**src/rtl/io_key_sw_if.sv**
```systemverilog
// CPU-side load/store bus into the KEY/SW I/O block.
// Master drives address and access strobes; slave returns data, decode hit and interrupt.
interface io_key_sw_if #(
  parameter int DBITS = 32
);
  logic [DBITS-1:0] addr;
  logic             mem_re;
  logic             mem_we;
  logic [DBITS-1:0] wdata;
  logic [DBITS-1:0] rdata;
  logic             hit;
  logic             irq;

  // No valid/ready handshake: an access is a single cycle qualified by mem_re/mem_we,
  // and rdata/hit are combinational from addr within that same cycle.
  modport master (
    output addr, mem_re, mem_we, wdata,
    input  rdata, hit, irq
  );

  modport slave (
    input  addr, mem_re, mem_we, wdata,
    output rdata, hit, irq
  );
endinterface

```
**src/rtl/io_key_sw_ctrl.sv**
```systemverilog
// Memory-mapped KEY/SW input block: synchronize, debounce, latch change events
// into Ready/Overrun status, and return register data on the load path.
module io_key_sw_ctrl #(
  parameter int                 DBITS           = 32,
  parameter int                 DEBOUNCE_CYCLES = 100000,
  parameter logic [DBITS-1:0]   ADDR_KEY        = 32'hF0000010,
  parameter logic [DBITS-1:0]   ADDR_SW         = 32'hF0000014,
  parameter logic [DBITS-1:0]   ADDR_KCTRL      = 32'hF0000110,
  parameter logic [DBITS-1:0]   ADDR_SCTRL      = 32'hF0000114
) (
  input  logic             clk,
  input  logic             reset,
  input  logic [3:0]       key_raw,
  input  logic [9:0]       sw_raw,
  io_key_sw_if.slave       bus
);
  localparam int             CW      = $clog2(DEBOUNCE_CYCLES);
  localparam logic [CW-1:0]  CNT_MAX = CW'(DEBOUNCE_CYCLES - 1);

  logic [3:0]    key_s1, key_s2;
  logic [9:0]    sw_s1, sw_s2;
  logic [13:0]   sync_v, deb, deb_upd;
  logic [CW-1:0] cnt [14];

  // KEY synchronizers idle at 1 because the pins are active-low.
  always_ff @(posedge clk) begin
    if (reset) begin
      key_s1 <= 4'hF;
      key_s2 <= 4'hF;
      sw_s1  <= '0;
      sw_s2  <= '0;
    end else begin
      key_s1 <= key_raw;
      key_s2 <= key_s1;
      sw_s1  <= sw_raw;
      sw_s2  <= sw_s1;
    end
  end

  // Bits [3:0] are keys (1 = pressed), bits [13:4] are switches.
  assign sync_v = {sw_s2, ~key_s2};

  always_comb begin
    deb_upd = '0;
    for (int i = 0; i < 14; i++)
      deb_upd[i] = (sync_v[i] != deb[i]) && (cnt[i] == CNT_MAX);
  end

  always_ff @(posedge clk) begin
    if (reset) begin
      deb <= '0;
      for (int i = 0; i < 14; i++) cnt[i] <= '0;
    end else begin
      for (int i = 0; i < 14; i++) begin
        if (sync_v[i] == deb[i]) begin
          cnt[i] <= '0;
        end else if (cnt[i] == CNT_MAX) begin
          deb[i] <= sync_v[i];
          cnt[i] <= '0;
        end else begin
          cnt[i] <= cnt[i] + CW'(1);
        end
      end
    end
  end

  // Status channels: index 0 = KEY, index 1 = SW.
  logic [1:0] evt, data_rd, ctrl_wr, clr_acc;
  logic [1:0] rdy, ovr, ie, rdy_n, ovr_n, ie_n;
  logic       rd_ok;

  assign evt        = {|deb_upd[13:4], |deb_upd[3:0]};
  assign rd_ok      = bus.mem_re & ~bus.mem_we;
  assign data_rd[0] = rd_ok & (bus.addr == ADDR_KEY);
  assign data_rd[1] = rd_ok & (bus.addr == ADDR_SW);
  assign ctrl_wr[0] = bus.mem_we & (bus.addr == ADDR_KCTRL);
  assign ctrl_wr[1] = bus.mem_we & (bus.addr == ADDR_SCTRL);
  assign clr_acc    = data_rd | (ctrl_wr & {2{~bus.wdata[0]}});

  // A new event always wins over a clearing access in the same cycle.
  always_comb begin
    rdy_n = rdy;
    ovr_n = ovr;
    ie_n  = ie;
    for (int c = 0; c < 2; c++) begin
      if (evt[c])          rdy_n[c] = 1'b1;
      else if (clr_acc[c]) rdy_n[c] = 1'b0;
      if (ctrl_wr[c] && !bus.wdata[2])          ovr_n[c] = 1'b0;
      if (evt[c] && rdy[c] && !clr_acc[c])      ovr_n[c] = 1'b1;
      if (ctrl_wr[c])                           ie_n[c]  = bus.wdata[8];
    end
  end

  always_ff @(posedge clk) begin
    if (reset) begin
      rdy <= '0;
      ovr <= '0;
      ie  <= '0;
    end else begin
      rdy <= rdy_n;
      ovr <= ovr_n;
      ie  <= ie_n;
    end
  end

  always_comb begin
    bus.rdata = '0;
    bus.hit   = 1'b1;
    case (bus.addr)
      ADDR_KEY:   bus.rdata = DBITS'(deb[3:0]);
      ADDR_SW:    bus.rdata = DBITS'(deb[13:4]);
      ADDR_KCTRL: bus.rdata = DBITS'({ie[0], 5'b0, ovr[0], 1'b0, rdy[0]});
      ADDR_SCTRL: bus.rdata = DBITS'({ie[1], 5'b0, ovr[1], 1'b0, rdy[1]});
      default:    bus.hit   = 1'b0;
    endcase
  end

  assign bus.irq = |(rdy & ie);
endmodule

```
**src/flat_wrapper.sv**
```systemverilog
// flat-port wrapper written by rule: the top's interface ports become plain ports
module io_key_sw_ctrl_flat 
#(
  parameter int                 DBITS           = 32,
  parameter int                 DEBOUNCE_CYCLES = 100000,
  parameter logic [DBITS-1:0]   ADDR_KEY        = 32'hF0000010,
  parameter logic [DBITS-1:0]   ADDR_SW         = 32'hF0000014,
  parameter logic [DBITS-1:0]   ADDR_KCTRL      = 32'hF0000110,
  parameter logic [DBITS-1:0]   ADDR_SCTRL      = 32'hF0000114
)
  (clk, reset, key_raw, sw_raw, bus_addr, bus_mem_re, bus_mem_we, bus_wdata, bus_rdata, bus_hit, bus_irq);
  io_key_sw_if #(.DBITS(DBITS)) bus_i ();
  input  logic clk;
  input  logic reset;
  input  logic [3:0] key_raw;
  input  logic [9:0] sw_raw;
  input wire logic [$bits(bus_i.addr)-1:0] bus_addr;
  input wire logic [$bits(bus_i.mem_re)-1:0] bus_mem_re;
  input wire logic [$bits(bus_i.mem_we)-1:0] bus_mem_we;
  input wire logic [$bits(bus_i.wdata)-1:0] bus_wdata;
  output wire logic [$bits(bus_i.rdata)-1:0] bus_rdata;
  output wire logic [$bits(bus_i.hit)-1:0] bus_hit;
  output wire logic [$bits(bus_i.irq)-1:0] bus_irq;
  assign bus_i.addr = bus_addr;
  assign bus_i.mem_re = bus_mem_re;
  assign bus_i.mem_we = bus_mem_we;
  assign bus_i.wdata = bus_wdata;
  assign bus_rdata = bus_i.rdata;
  assign bus_hit = bus_i.hit;
  assign bus_irq = bus_i.irq;
  io_key_sw_ctrl #(.DBITS(DBITS), .DEBOUNCE_CYCLES(DEBOUNCE_CYCLES), .ADDR_KEY(ADDR_KEY), .ADDR_SW(ADDR_SW), .ADDR_KCTRL(ADDR_KCTRL), .ADDR_SCTRL(ADDR_SCTRL)) u_core (.clk(clk), .reset(reset), .key_raw(key_raw), .sw_raw(sw_raw), .bus(bus_i));
endmodule
```
**config.mk**
```make
export PLATFORM = sky130hd
export DESIGN_NAME = io_key_sw_ctrl_flat
export DESIGN_NICKNAME = d
export VERILOG_FILES = /design/src/rtl/io_key_sw_if.sv /design/src/rtl/io_key_sw_ctrl.sv /design/src/flat_wrapper.sv
export SDC_FILE = /design/constraint.sdc
export NUM_CORES = 1
export LEC_CHECK = 0
export BUFFER_PORTS_ARGS = -buffer_cell sky130_fd_sc_hd__buf_2
export CAP_MARGIN = 20
export CORE_MARGIN = 2
export CORE_UTILIZATION = 40
export CTS_CLUSTER_SIZE = 25
export DETAILED_ROUTE_END_ITERATION = 12
export HOLD_SLACK_MARGIN = 0.1
export SLEW_MARGIN = 10
export SYNTH_ARGS = -nofsm -noshare
export SYNTH_HDL_FRONTEND = slang
export SYNTH_SLANG_ARGS = --single-unit
export TNS_END_PERCENT = 5
```
**constraint.sdc**
```tcl
create_clock -name clk -period 2.8 [get_ports clk]
set_clock_uncertainty 0.05 [all_clocks]
set_input_delay 0.42 -clock clk [delete_from_list [all_inputs] [get_ports clk]]
set_output_delay 0.42 -clock clk [all_outputs]
set_load 0.01 [all_outputs]
```
# After elaboration in Yosys (flattened, before gate mapping)
# Memories as Yosys holds them, arrays and structs flattened.
# Cells that the tools add are included.
dict set report word_totals {
  register_bits 48
  ramBits 238
  input_bits 82
  output_inout_bits 34
  elab_cells 405
  mem_count 1
}
dict set report classes {
  n_addsub 14
  n_eq_ne 46
  n_mux 208
  n_bitwise 67
  n_reduce_logical 45
}
# name depth word_bits read_ports rd_clocked_by_memory_dff write_ports line
set mem_list {}
lappend mem_list {u_core.cnt 14 17 14 0 14 io_key_sw_ctrl.sv:23} ;# logic [CW-1:0] cnt [14];
# op count
set ops {}
lappend ops {{$mux 17} 42}
lappend ops {{$add 17x1->17 const B} 14}
lappend ops {{$eq 17x17->1 const B} 14}
lappend ops {{$mux 1} 165}
lappend ops {{$eq 32x32->1 const B} 4}
lappend ops {{$or 1x1->1} 42}
lappend ops {{$pmux 10 s4} 1}
lappend ops {{$reduce_and 2->1} 14}
lappend ops {{$logic_and 1x1->1} 20}
lappend ops {{$not 1->1} 16}
lappend ops {{$eq 1x1->1} 14}
lappend ops {{$ne 1x1->1} 14}
lappend ops {{$reduce_or 10->1} 1}
lappend ops {{$reduce_bool 2->1} 4}
lappend ops {{$reduce_or 4->1} 2}
lappend ops {{$and 1x1->1} 5}
lappend ops {{$and 2x2->2} 2}
lappend ops {{$not 4->4} 1}
lappend ops {{$logic_not 1->1} 3}
lappend ops {{$or 2x2->2} 1}
lappend ops {{$reduce_or 2->1} 1}

# Depth between registers and ports, before layout
# Gate-level depths: netlist (run 1).
dict set report logic_depth {
  depth_word 8
  ltp_mapped 8
  mapped_depth_nobuf 6
}

# Worst setup path after synthesis (run 1)
# OpenSTA, ideal clock, no wires.
dict set report synth_timing {
  path_type {input to output}
  start {input bus_addr[25]}
  end {output bus_rdata[4]}
  arrival_ns 1.774
  required_time_ns 2.330
  setup_slack_ns 0.556
  stages 6
  path_buffers 1
  path_cell_list {nor4b_1 nand4_1 or2_2 clkbuf_1 nor2_1 and3_1}
}
dict set report synth_between {
  elab_chain_len 2
  elab_cells_between_ends 5
  classes_between {eq/ne: 4; mux: 1}
}
# element line
set synth_rtl {}
lappend synth_rtl {{from (decl)} flat_wrapper.sv:17} ;# input wire logic [$bits(bus_i.addr)-1:0] bus_addr;
lappend synth_rtl {{$eq 32x32->1} io_key_sw_ctrl.sv:109} ;# case (bus.addr)
lappend synth_rtl {{$pmux 10 s4 *} io_key_sw_ctrl.sv:109}
lappend synth_rtl {{to (decl)} flat_wrapper.sv:21} ;# output wire logic [$bits(bus_i.rdata)-1:0] bus_rdata;
# Mark *: on every way between the ends. The rest lies on a longest branch, timed or not.

# Final worst setup path (run 1)
dict set report layout_timing {
  start {input bus_addr[0]}
  end {output bus_rdata[7]}
}
# The elaborated chain is that of the path after synthesis.

==> results of run 1 <==
==> report_power, final <==
| group | total, mW | switching [mW] | internal [mW] |
|---|---|---|---|
| Clock | 4.34 | 1.68 | 2.66 |
| Combinational | 0.398 | 0.222 | 0.176 |
| Sequential | 4.95 | 0.168 | 4.78 |
| Total | 9.69 | 2.07 | 7.62 |
==> registers in the layout, summed over array words and instances (netlist names) <==
| name | cells |
|---|---|
| u_core.deb | 14 |
| u_core.rdy | 2 |
| u_core.key_s2 | 4 |
| u_core.sw_s2 | 10 |
| u_core.ie | 2 |
| u_core.key_s1 | 4 |
| u_core.ovr | 2 |
| u_core.cnt | 238 |
| u_core.sw_s1 | 10 |
==> area by class of cell <==
type	instances	area, um^2	area share (%)
Sequential cell	286	8110	46.2
Inverter	23	86.3	0.492
Tap cell	468	586	3.34
Clock buffer	52	1040	5.94
Clock inverter	10	75.1	0.428
Multi-Input combinational cell	1279	7170	40.9
Timing Repair Buffer	80	485	2.77
==> cell usage after synthesis, types with 3 or more instances <==
library cell,instances
nor2_1,294
xor2_1,116
nand2_1,84
ha_1,14
nor4bb_1,8
nor4_1,20
nor4b_1,14
o21ai_0,7
buf_4,25
dfxtp_1,48
inv_1,23
nor3_1,30
a211oi_1,4
nand3_1,84
buf_2,9
nand4b_1,4
and4b_1,5
and2_1,8
clkbuf_1,17
nor3b_1,3
nand4_1,48
mux2i_1,16
edfxtp_1,238
and3_1,52
and4_1,16
or3_1,19
a21oi_1,8
xnor2_1,101
nor2b_1,25
or2_2,12
o41ai_1,3
==> cells by family after synthesis <==
group	Yosys count	synth area share, %
DFF	286	55.1
xor gates and xnor gates	217	12.9
AOI/OAI and AO/OA	34	1.57
other	2	0.0511
adders and majority gates	14	1.19
muxes	18	1.40
buffers and inverters	76	2.71
and+or+nand+nor	736	25.0
==> critical path: stages <==
cell     delay [ns]
buf_2          0.10
nor4b_1        0.29
nand4_1        0.16
or2_2          0.39
nor2_1         0.11
buf_4          0.17
and3_1         0.22
buf_2          0.15
==> metal layers <==
metal	track usage (%)	vias to the layer above	routed length (um)
li1	-	5278	-
met3	2.94	44	1000
met1	19.4	4667	12800
met4	3.73	2	485
met2	22.8	97	12000
met5	0	-	12
==> what timing repair did <==
| item | CTS | global route |
|---|---|---|
| hold buffers | 8 | 0 |
| setup endpoints to repair | 0 | 0 |
| hold endpoints to repair | 8 | 0 |
==> metrics by stage <==
stage | std cells | setup WS, ns | hold slack, ns
finish | 2198 | 0.331 | 0.123
CTS | 2198 | 0.270 | 0.106
detailed placement | 2128 | 0.270 | 0.344
floorplan | 1641 | 0.556 | 0.339
global placement | 2128 | 0.291 | 0.349
global route | 2198 | 0.127 | 0.127
==> worst min-delay path by stage <==
stage                           from          endpoint  cells after the start
floorplan           u_core.key_s1[0]  u_core.key_s2[0]                      1
global placement    u_core.key_s1[1]  u_core.key_s2[1]                      1
detailed placement  u_core.key_s1[3]  u_core.key_s2[3]                      1
CTS                        sw_raw[4]   u_core.sw_s1[4]                      2
global route               sw_raw[9]   u_core.sw_s1[9]                      2
finish                     sw_raw[3]   u_core.sw_s1[3]                      2
==> impl_metrics.sql, run 1 <==
INSERT INTO impl_metrics (metric_group, metric, value, unit) VALUES
('status', 'outcome', 'finished, final reports clean', ''),
('critical_path', 'critical_path_arrival', '2.00', 'ns'),
('critical_path', 'worst-endpoint-required', '2.33', 'ns'),
('finish', 'layout_commonest_cell', 'nor2_1', ''),
('critical_path', 'worst-r2r-setup-slack', '0.41', 'ns'),
('clocking', 'ctsHtreeMaxLevel', '2', ''),
('place', 'hpwl', '19.0', 'mm'),
('clocking', 'tritoncts', 'yes', ''),
('power', 'total_power', '9.69', 'mW'),
('finish', 'finish.instance_area', '17600', 'um^2'),
('clocking', 'tritoncts_num_sinks', '286', ''),
('timing', 'finalCritPeriodShare', '88.2', '%'),
('logic_synthesis', 'yosys.cell_types.count', '53', ''),
('global_routing', 'globalRoute.totalOverflow', '0', ''),
('critical_path', 'worst_setup_path_end_kind', 'output pin', ''),
('critical_path', 'worst-r2r-cell-count', '6', ''),
('critical_path', 'r2r_end', 'u_core.cnt[4][29]', ''),
('logic_synthesis', 'ys_async_sr_fraction', '0', '%'),
('clocking', 'cts_max_path_buffers', '3', ''),
('logic_synthesis', 'synth_area_leaders', 'edfxtp_1 49%, nor2_1 7.5%, xor2_1 6.9%', ''),
('detailed_routing', 'dr.first_iter.drc_count', '453', ''),
('logic_synthesis', 'yosys_most_used_dff', 'edfxtp_1', ''),
('global_routing', 'global_route_wire_length_before_repair', '45.2', 'mm'),
('detailed_routing', 'viasPerCell', '4.59', ''),
('floorplanning', 'pin_count', '116', ''),
('timing', 'slew_viol_final', '0', ''),
('critical_path', 'r2r_start', 'u_core.cnt[4][17]', ''),
('logic_synthesis', 'synth.largest_area_cell', 'edfxtp_1', ''),
('finish', 'flow.area_growth_from_synthesis', '19.3', '%'),
('critical_path', 'endpoint', 'bus_rdata[7]', ''),
('critical_path', 'startpoint_of_the_worst_setup_timing_path', 'bus_addr[0]', ''),
('global_routing', 'pin_count_of_the_biggest_net_entering_global_routing', '27', ''),
('critical_path', 'cp-start-kind', 'primary input', ''),
('finish', 'drive_gt1_share', '8.21', '%'),
('logic_synthesis', 'synth_edf_count', '238', ''),
('detailed_routing', 'first_pass_iters', '5', ''),
('detailed_routing', 'drt-total-wl', '26.3', 'mm'),
('place', 'place_area', '16400', 'um^2'),
('clocking', 'cts-resized-gates', '0', ''),
('finish', 'final_net_count', '1801', ''),
('clocking', 'post-cts-setup-buffer-count', '0', ''),
('finish', 'most_used_cells_in_the_layout_excluding_fill_and_tap_cells', '294 x nor2_1, 260 x conb_1, 238 x edfxtp_1', ''),
('finish', 'postLayoutCoreUtil', '48.2', '%'),
('floorplanning', 'fp.dieArea', '38300', 'um^2'),
('timing', 'report.final.hold_viol_count', '0', ''),
('logic_synthesis', 'syn-cell-area', '14700', 'um^2'),
('detailed_routing', 'wl_per_cell', '12.0', 'um'),
('finish', 'antenna_cells', '0', ''),
('floorplanning', 'die_h', '196', 'um'),
('timing', 'setup_repair_after_global_routing_missed_its_margin', 'false', ''),
('timing', 'finalWorstPathRequiredPeriod', '2.47', 'ns'),
('place', 'io_buffer_count', '64', ''),
('floorplanning', 'fp-row-count', '70', ''),
('clocking', 'cts_root_buffer', 'clkbuf_16', ''),
('logic_synthesis', 'syn_area_per_cell', '10.6', 'um^2'),
('global_routing', 'grt_antenna_before_repair', '1', ''),
('floorplanning', 'core', '36400', 'um^2'),
('timing', 'fin_setup_tns', '0', 'ns'),
('power', 'vdd_drop_max', '0.393', 'mV'),
('logic_synthesis', 'synthesis.instances', '1383', ''),
('min_path', 'type_of_the_tightest_min_delay_check', 'primary input to flop', ''),
('clocking', 'clkLatencyLatePin', '0.50', 'ns'),
('clocking', 'cts_made_buffers', '35', ''),
('logic_synthesis', 'yosys.area.top_type_share', '48.6', '%'),
('flow_run', 'drv.max_cap_violation_count', '0', ''),
('critical_path', 'critPathMaxFanout', '8', ''),
('timing', 'setup_viol', '0', ''),
('place', 'gp_routability_congestion', '0.781', ''),
('global_routing', 'track_usage', '14.1', '%'),
('critical_path', 'criticalPathCategory', 'primary input to output pin', ''),
('detailed_routing', 'drc', '0', '');
Power figures use the tool's default switching activity.
==> run 2: changes to the inputs <==
--- a/config.mk
+++ b/config.mk
@@ -7,7 +7,6 @@
 export LEC_CHECK = 0
 export BUFFER_PORTS_ARGS = -buffer_cell sky130_fd_sc_hd__buf_2
 export CAP_MARGIN = 20
-export CORE_MARGIN = 2
 export CORE_UTILIZATION = 40
 export CTS_CLUSTER_SIZE = 25
 export DETAILED_ROUTE_END_ITERATION = 12
==> impl_metrics.sql, run 2 (same netlist as run 1, synthesis figures left out) <==
INSERT INTO impl_metrics (metric_group, metric, value, unit) VALUES
('place', 'io_buffer_count', '64', ''),
('finish', 'biggestRegsByFlops', 'u_core.cnt (238), u_core.deb (14)', ''),
('power', 'power_switching', '2.17', 'mW'),
('global_routing', 'first_global_vias', '9817', ''),
('clocking', 'cts_made_buffers', '36', ''),
('finish', 'number_of_fill_cells_in_the_layout', '3365', ''),
('timing', 'timing.max_slew.rel_slack', '49.6', '%'),
('timing', 'report.final.hold_viol_count', '0', ''),
('power', 'sequentialPowerShare', '50.3', '%'),
('finish', 'antenna_cells', '0', ''),
('detailed_routing', 'wl_per_cell', '12.1', 'um'),
('finish', 'flow.area_growth_from_synthesis', '19.9', '%'),
('global_routing', 'globalRoute.totalOverflow', '0', ''),
('floorplanning', 'fp-row-count', '69', ''),
('power', 'vdd_drop_max', '0.458', 'mV'),
('power', 'total_power', '9.83', 'mW'),
('global_routing', 'pin_count_of_the_biggest_net_entering_global_routing', '63', ''),
('global_routing', 'track_usage', '14.5', '%'),
('clocking', 'clkTransAtPathRegs', '0.06', 'ns'),
('critical_path', 'cp-start-kind', 'primary input', ''),
('timing', 'setup_viol', '0', ''),
('finish', 'most_used_cells_in_the_layout_excluding_fill_and_tap_cells', '294 x nor2_1, 260 x conb_1, 238 x edfxtp_1', ''),
('critical_path', 'cp_slowest_cell', 'or2_2', ''),
('clocking', 'tritoncts', 'yes', ''),
('critical_path', 'critical_path.n_buffers_inverters', '3', ''),
('global_routing', 'global_route_wire_length_before_repair', '45.8', 'mm'),
('timing', 'finalWorstPathRequiredPeriod', '2.46', 'ns'),
('status', 'outcome', 'finished, final reports clean', ''),
('timing', 'finalCritPeriodShare', '88.0', '%'),
('timing', 'slew_viol_final', '0', ''),
('finish', 'largest_register_ffs', '238', ''),
('detailed_routing', 'first_pass_iters', '6', ''),
('power', 'power.switching_fraction', '22.1', '%'),
('critical_path', 'worst-endpoint-required', '2.33', 'ns'),
('clocking', 'cts_max_path_buffers', '3', ''),
('critical_path', 'worst_setup_path_end_kind', 'output pin', ''),
('power', 'pwr_density_cell', '558', 'nW/um^2'),
('finish', 'layout_commonest_cell', 'nor2_1', ''),
('timing', 'fmax', '0.406', 'GHz'),
('critical_path', 'criticalPathCategory', 'primary input to output pin', ''),
('clocking', 'clkLatencyLatePin', '0.52', 'ns'),
('critical_path', 'crit_path_frequent_cell', 'buf_2', ''),
('clocking', 'tritoncts_num_sinks', '286', ''),
('critical_path', 'critPathMaxFanout', '8', ''),
('timing', 'setup_repair_after_global_routing_missed_its_margin', 'false', ''),
('power', 'share_comb_of_total_power', '4.1', '%'),
('place', 'hpwl', '19.0', 'mm'),
('clocking', 'postCtsHoldBufs', '13', ''),
('detailed_routing', 'dr.first_iter.drc_count', '483', ''),
('floorplanning', 'die_h', '194', 'um'),
('detailed_routing', 'drtAntennaViolNets', '0', ''),
('power', 'power.internal', '7.66', 'mW'),
('finish', 'drive_gt1_share', '8.64', '%'),
('floorplanning', 'pin_count', '116', ''),
('detailed_routing', 'viasPerCell', '4.64', ''),
('floorplanning', 'width_of_the_die', '194', 'um'),
('clocking', 'cts_root_buffer', 'clkbuf_16', ''),
('detailed_routing', 'drt-total-wl', '26.6', 'mm'),
('timing', 'fin_setup_tns', '0', 'ns'),
('power', 'clock_power_share', '45.6', '%'),
('power', 'cellLeakagePower', '6.52', 'nW'),
('detailed_routing', 'drc', '0', ''),
('floorplanning', 'initial_core_util', '41.0', '%'),
('global_routing', 'grt_antenna_before_repair', '2', ''),
('finish', 'final_net_count', '1806', ''),
('timing', 'worst_slew_pin_slew', '0.749', 'ns'),
('clocking', 'ctsHtreeMaxLevel', '2', ''),
('critical_path', 'chain_of_cells_forming_the_critical_path', 'buf_2 -> nor4b_1 -> nand4_1 -> or2_2 -> nor2_1 -> buf_4 -> and3_1 -> buf_2', ''),
('critical_path', 'crit_family', 'simple AND/OR/NAND/NOR gates', ''),
('clocking', 'cts-resized-gates', '0', ''),
('detailed_routing', 'route.vias.total', '10190', ''),
('critical_path', 'critical_path_arrival', '1.99', 'ns'),
('floorplanning', 'fp.dieArea', '37500', 'um^2'),
('place', 'gp_routability_congestion', '0.792', ''),
('clocking', 'post-cts-setup-buffer-count', '0', ''),
('floorplanning', 'core', '35900', 'um^2'),
('critical_path', 'timing.critical_path.slowest_cell_delay', '0.39', 'ns'),
('flow_run', 'drv.max_cap_violation_count', '0', ''),
('min_path', 'type_of_the_tightest_min_delay_check', 'primary input to flop', ''),
('finish', 'registers.top_by_ff_count', 'u_core.cnt', '');
[run 2: final timing paths]
check / start / endpoint / slack (ns) / cells past startpoint
setup / recovery: bus_addr[0] / bus_rdata[7] / 0.34 / 8
hold reg to reg: u_core.key_s1[3] / u_core.key_s2[3] / 0.36 / 1
hold / removal: sw_raw[5] / u_core.sw_s1[5] / 0.13 / 2
setup reg to reg: u_core.cnt[4][17] / u_core.cnt[4][23] / 0.43 / 6
[run 2: routing by layer]
metal | GRT usage, % | part of all wire, % | vias up | wire length, um
met1 | 19.6 | 49 | 4756 | 12900
met4 | 4.30 | 1.9 | 2 | 516
met2 | 23.7 | 46 | 94 | 12300
met3 | 2.73 | 3.2 | 38 | 848
met5 | 0 | 0.038 | - | 10
li1 | - | - | 5300 | -
[run 2: power groups by stage]
stage / sequential (mW) / combinational, mW / clock, mW
after floorplan: 4.99 / 0.323 / 0
after global placement: 5.03 / 0.377 / 0
after detailed placement: 5.04 / 0.379 / 0
after CTS: 4.95 / 0.397 / 4.63
after global routing: 4.98 / 0.467 / 4.79
final: 4.95 / 0.403 / 4.48
[run 2: area by class of cell]
class                   count  area, um^2  area share (%)
well taps                 461         577            3.27
flip-flops and latches    286        8110            46.0
inverters                  23        86.3           0.490
clock inverters            17         108           0.610
multi-input cells        1279        7170            40.7
repair buffers             84         515            2.92
clock buffers              47        1070            6.06
[run 2: worst reg2reg max path: stages, from the launching register on]
cell and delay (ns):
edfxtp_1 0.38, ha_1 0.21, and4_1 0.28, nand2_1 0.10
or4_4 0.52, nand2_1 0.43, nor2_1 0.11
[run 2: through the flow]
stage / setup slack (ns) / hold WS, ns / std cells / util, % / instance area, um^2
floorplan: 0.556 / 0.339 / 1641 / - / 15700
global placement: 0.252 / 0.342 / 2120 / 45.5 / 16300
detailed placement: 0.266 / 0.343 / 2120 / 45.5 / 16300
CTS: 0.275 / 0.111 / 2197 / 49.1 / 17600
global route: 0.217 / 0.118 / 2197 / 49.1 / 17600
finish: 0.337 / 0.128 / 2197 / 49.1 / 17600
==> run 3: changes to the inputs <==
--- a/config.mk
+++ b/config.mk
@@ -5,6 +5,7 @@
 export SDC_FILE = /design/constraint.sdc
 export NUM_CORES = 1
 export LEC_CHECK = 0
+export ABC_AREA = 1
 export BUFFER_PORTS_ARGS = -buffer_cell sky130_fd_sc_hd__buf_2
 export CAP_MARGIN = 20
 export CORE_UTILIZATION = 40
==> constraint.sdc (replaced) <==
create_clock -name clk -period 2.8 [get_ports clk]
set_clock_uncertainty 0.05 [all_clocks]
set_input_delay 0.42 -clock clk [delete_from_list [all_inputs] [get_ports clk]]
set_output_delay 0.42 -clock clk [all_outputs]
set_load 0.05 [all_outputs]
==> impl_metrics.sql, run 3 <==
INSERT INTO impl_metrics (metric_group, metric, value, unit) VALUES
('finish', 'most_used_cells_in_the_layout_excluding_fill_and_tap_cells', '291 x nor2_1, 271 x nand2_1, 260 x conb_1', ''),
('logic_synthesis', 'syn_area_per_cell', '8.70', 'um^2'),
('power', 'pwr_density_cell', '515', 'nW/um^2'),
('logic_synthesis', 'ys_async_sr_fraction', '0', '%'),
('logic_synthesis', 'synth_area_leaders', 'edfxtp_1 45%, nor2_1 6.9%, nand2_1 6.4%', ''),
('flow_run', 'drv.max_cap_violation_count', '0', ''),
('global_routing', 'globalRoute.totalOverflow', '0', ''),
('clocking', 'clkTransAtPathRegs', '0.05', 'ns'),
('power', 'share_comb_of_total_power', '5.4', '%'),
('logic_synthesis', 'synth_edf_count', '238', ''),
('critical_path', 'chain_of_cells_forming_the_critical_path', 'buf_2 -> nor2_1 -> nand2_1 -> nor2_1 -> nand2_1 -> nor2_4 -> nand2_4 -> o221ai_1 -> buf_2', ''),
('logic_synthesis', 'most_used_standard_cell_by_instance_count_after_synthesis', 'nor2_1', ''),
('power', 'power.switching_fraction', '22.8', '%'),
('logic_synthesis', 'yosys_most_used_dff', 'edfxtp_1', ''),
('detailed_routing', 'first_pass_iters', '5', ''),
('floorplanning', 'width_of_the_die', '201', 'um'),
('clocking', 'ctsHtreeMaxLevel', '2', ''),
('logic_synthesis', 'ys_warn_count', '0', ''),
('logic_synthesis', 'syn-cell-area', '15900', 'um^2'),
('finish', 'largest_register_ffs', '238', ''),
('critical_path', 'timing.critical_path.slowest_cell_delay', '0.34', 'ns'),
('detailed_routing', 'drc', '0', ''),
('power', 'vdd_drop_max', '0.424', 'mV'),
('finish', 'final_net_count', '2259', ''),
('global_routing', 'track_usage', '15.7', '%'),
('min_path', 'type_of_the_tightest_min_delay_check', 'primary input to flop', ''),
('finish', 'layout_commonest_cell', 'nor2_1', ''),
('floorplanning', 'fp.dieArea', '40400', 'um^2'),
('critical_path', 'worst_setup_path_end_kind', 'output pin', ''),
('detailed_routing', 'viasPerCell', '4.55', ''),
('clocking', 'cts_max_path_buffers', '3', ''),
('timing', 'worst_slew_pin_slew', '0.666', 'ns'),
('clocking', 'clkLatencyLatePin', '0.51', 'ns'),
('place', 'place_area', '17600', 'um^2'),
('finish', 'registers.top_by_ff_count', 'u_core.cnt', ''),
('global_routing', 'global_route_wire_length_before_repair', '53.2', 'mm'),
('finish', 'flow.area_growth_from_synthesis', '18.8', '%'),
('logic_synthesis', 'synth.largest_area_cell', 'edfxtp_1', ''),
('status', 'outcome', 'finished, final reports clean', ''),
('critical_path', 'worst-endpoint-required', '2.33', 'ns'),
('global_routing', 'pin_count_of_the_biggest_net_entering_global_routing', '47', ''),
('critical_path', 'criticalPathCategory', 'primary input to output pin', ''),
('detailed_routing', 'route.vias.total', '12318', ''),
('finish', 'number_of_fill_cells_in_the_layout', '3822', ''),
('clocking', 'cts_made_buffers', '36', ''),
('floorplanning', 'initial_core_util', '40.7', '%'),
('power', 'clock_power_share', '43.8', '%'),
('critical_path', 'cp_slowest_cell', 'o221ai_1', ''),
('global_routing', 'grt_antenna_before_repair', '0', ''),
('logic_synthesis', 'synth-compound-area-share', '6.73', '%'),
('critical_path', 'critPathMaxFanout', '8', ''),
('finish', 'finish.instance_area', '18800', 'um^2'),
('timing', 'final.hold.worst_slack', '0.110', 'ns'),
('timing', 'slew_viol_final', '0', ''),
('power', 'cellLeakagePower', '7.82', 'nW'),
('place', 'gp_routability_congestion', '0.848', ''),
('timing', 'timing.max_slew.rel_slack', '55.5', '%'),
('finish', 'drive_gt1_share', '11.8', '%'),
('clocking', 'post-cts-setup-buffer-count', '0', ''),
('power', 'power.internal', '7.49', 'mW'),
('logic_synthesis', 'synthAdderAreaFrac', '1.10', '%'),
('timing', 'finalCritPeriodShare', '94.2', '%'),
('timing', 'setup_viol', '0', ''),
('logic_synthesis', 'netlist_top_cells_count', '291 x nor2_1, 271 x nand2_1, 239 x inv_1', ''),
('logic_synthesis', 'yosys-mux-area-fraction', '0', '%'),
('clocking', 'cts_root_buffer', 'clkbuf_16', ''),
('place', 'hpwl', '23.7', 'mm'),
('timing', 'finalWorstPathRequiredPeriod', '2.64', 'ns'),
('place', 'io_buffer_count', '64', ''),
('global_routing', 'first_global_vias', '11776', ''),
('logic_synthesis', 'synth_seq_area_share', '51.1', '%'),
('timing', 'report.final.hold_viol_count', '0', ''),
('timing', 'fmax', '0.379', 'GHz'),
('power', 'power_switching', '2.21', 'mW'),
('floorplanning', 'fp-row-count', '72', ''),
('critical_path', 'critical_path_arrival', '2.17', 'ns'),
('clocking', 'tritoncts', 'yes', ''),
('critical_path', 'cp-start-kind', 'primary input', ''),
('detailed_routing', 'wl_per_cell', '11.6', 'um'),
('floorplanning', 'pin_count', '116', ''),
('floorplanning', 'die_h', '201', 'um'),
('logic_synthesis', 'synthXorXnorAreaFrac', '3.31', '%'),
('floorplanning', 'core', '38900', 'um^2'),
('logic_synthesis', 'yosys.cell_types.count', '47', ''),
('logic_synthesis', 'combinational_family_with_the_most_area_after_synthesis', 'simple AND/OR/NAND/NOR gates', ''),
('clocking', 'tritoncts_num_sinks', '286', ''),
('logic_synthesis', 'synthesis.instances', '1823', ''),
('finish', 'biggestRegsByFlops', 'u_core.cnt (238), u_core.deb (14)', ''),
('power', 'sequentialPowerShare', '50.8', '%'),
('logic_synthesis', 'post_synth_and_or_nand_nor_area_fraction', '29.9', '%'),
('logic_synthesis', 'yosys.area.top_type_share', '45.1', '%'),
('logic_synthesis', 'ff_latch_count_synth', '286', ''),
('detailed_routing', 'drt-total-wl', '31.4', 'mm'),
('finish', 'antenna_cells', '0', ''),
('detailed_routing', 'dr.first_iter.drc_count', '577', ''),
('timing', 'setup_repair_after_global_routing_missed_its_margin', 'false', ''),
('detailed_routing', 'drtAntennaViolNets', '0', '');
run 3: cell count changes after synthesis, moves of 18 or more:
cell,change
nor3b_1,+21
nor2b_1,-25
and3_1,-49
nor3_2,+18
inv_1,+216
or3_1,-19
nor3_1,+68
nor2_2,+33
a21oi_1,+96
nand2_1,+187
o21ai_0,+23
inv_2,+20
xor2_1,-69
xnor2_1,-88
run 3: per-stage QoR:
| step | TNS (ns) | util, % | setup slack, ns | cells | total power [mW] |
|---|---|---|---|---|---|
| CTS | 0 | 48.4 | 0.00284 | 2706 | 9.84 |
| detailed placement | -0.394 | 45.2 | -0.225 | 2630 | 5.52 |
| finish | 0 | 48.4 | 0.163 | 2706 | 9.70 |
| floorplan | 0 | - | 0.0816 | 2081 | 5.39 |
| global route | 0 | 48.4 | 0.0391 | 2706 | 10.1 |
| global placement | -0.176 | 45.2 | -0.176 | 2630 | 5.50 |
run 3: what timing repair did:
item                                   CTS  global route
resized for setup                        2             1
hold buffers                            13             0
setup endpoints to repair                3             7
endpoints found under the hold margin   13             0
run 3: worst max-delay path, delay by kind of cell:
| kind | cells | cell delay (ns) |
|---|---|---|
| and+or+nand+nor | 6 | 0.95 |
| buffers and inverters | 2 | 0.46 |
| AOI/OAI and AO/OA | 1 | 0.34 |
run 3: path summary, 6_finish.rpt:
check,slack [ns],startpoint,end,depth (start not counted)
worst max register to register,0.58,u_core.cnt[6][17],u_core.cnt[6][25],9
worst min-delay path,0.11,sw_raw[8],u_core.sw_s1[8],3
worst max-delay path,0.16,bus_addr[25],bus_rdata[8],9
worst min register to register,0.35,u_core.sw_s1[4],u_core.sw_s2[4],2
run 3: cell families (layout without fill, tap and decap cells):
group / count (synthesis) / count (layout)
and+or+nand+nor: 970 / 970
adders and majority gates: 14 / 14
xor gates and xnor gates: 60 / 60
buffers and inverters: 302 / 409
other: 2 / 260
AOI/OAI and AO/OA: 189 / 189
DFF: 286 / 286
run 3: final cells by class:
type                            instances  area (um^2)  share of cell area (%)
Clock inverter                          9         45.0                   0.239
Inverter                              259          972                    5.16
Multi-Input combinational cell       1493         7490                    39.8
Clock buffer                           54         1040                    5.52
Tap cell                              518          648                    3.44
Sequential cell                       286         8110                    43.1
Timing Repair Buffer                   87          526                    2.79
run 3: metal layers:
metal / global-route usage (%) / part of all wire [%]
met1: 19.8 / 47
met2: 27.9 / 48
met3: 2.51 / 3.5
met4: 4.20 / 1.9
met5: 0 / 0
run 3: power by group through the flow:
stage	Combinational (mW)	Clock [mW]	Sequential, mW
after floorplan	0.419	0	4.98
after global placement	0.492	0	5.01
after detailed placement	0.499	0	5.02
after CTS	0.516	4.39	4.93
after global routing	0.599	4.54	4.96
final	0.520	4.25	4.93
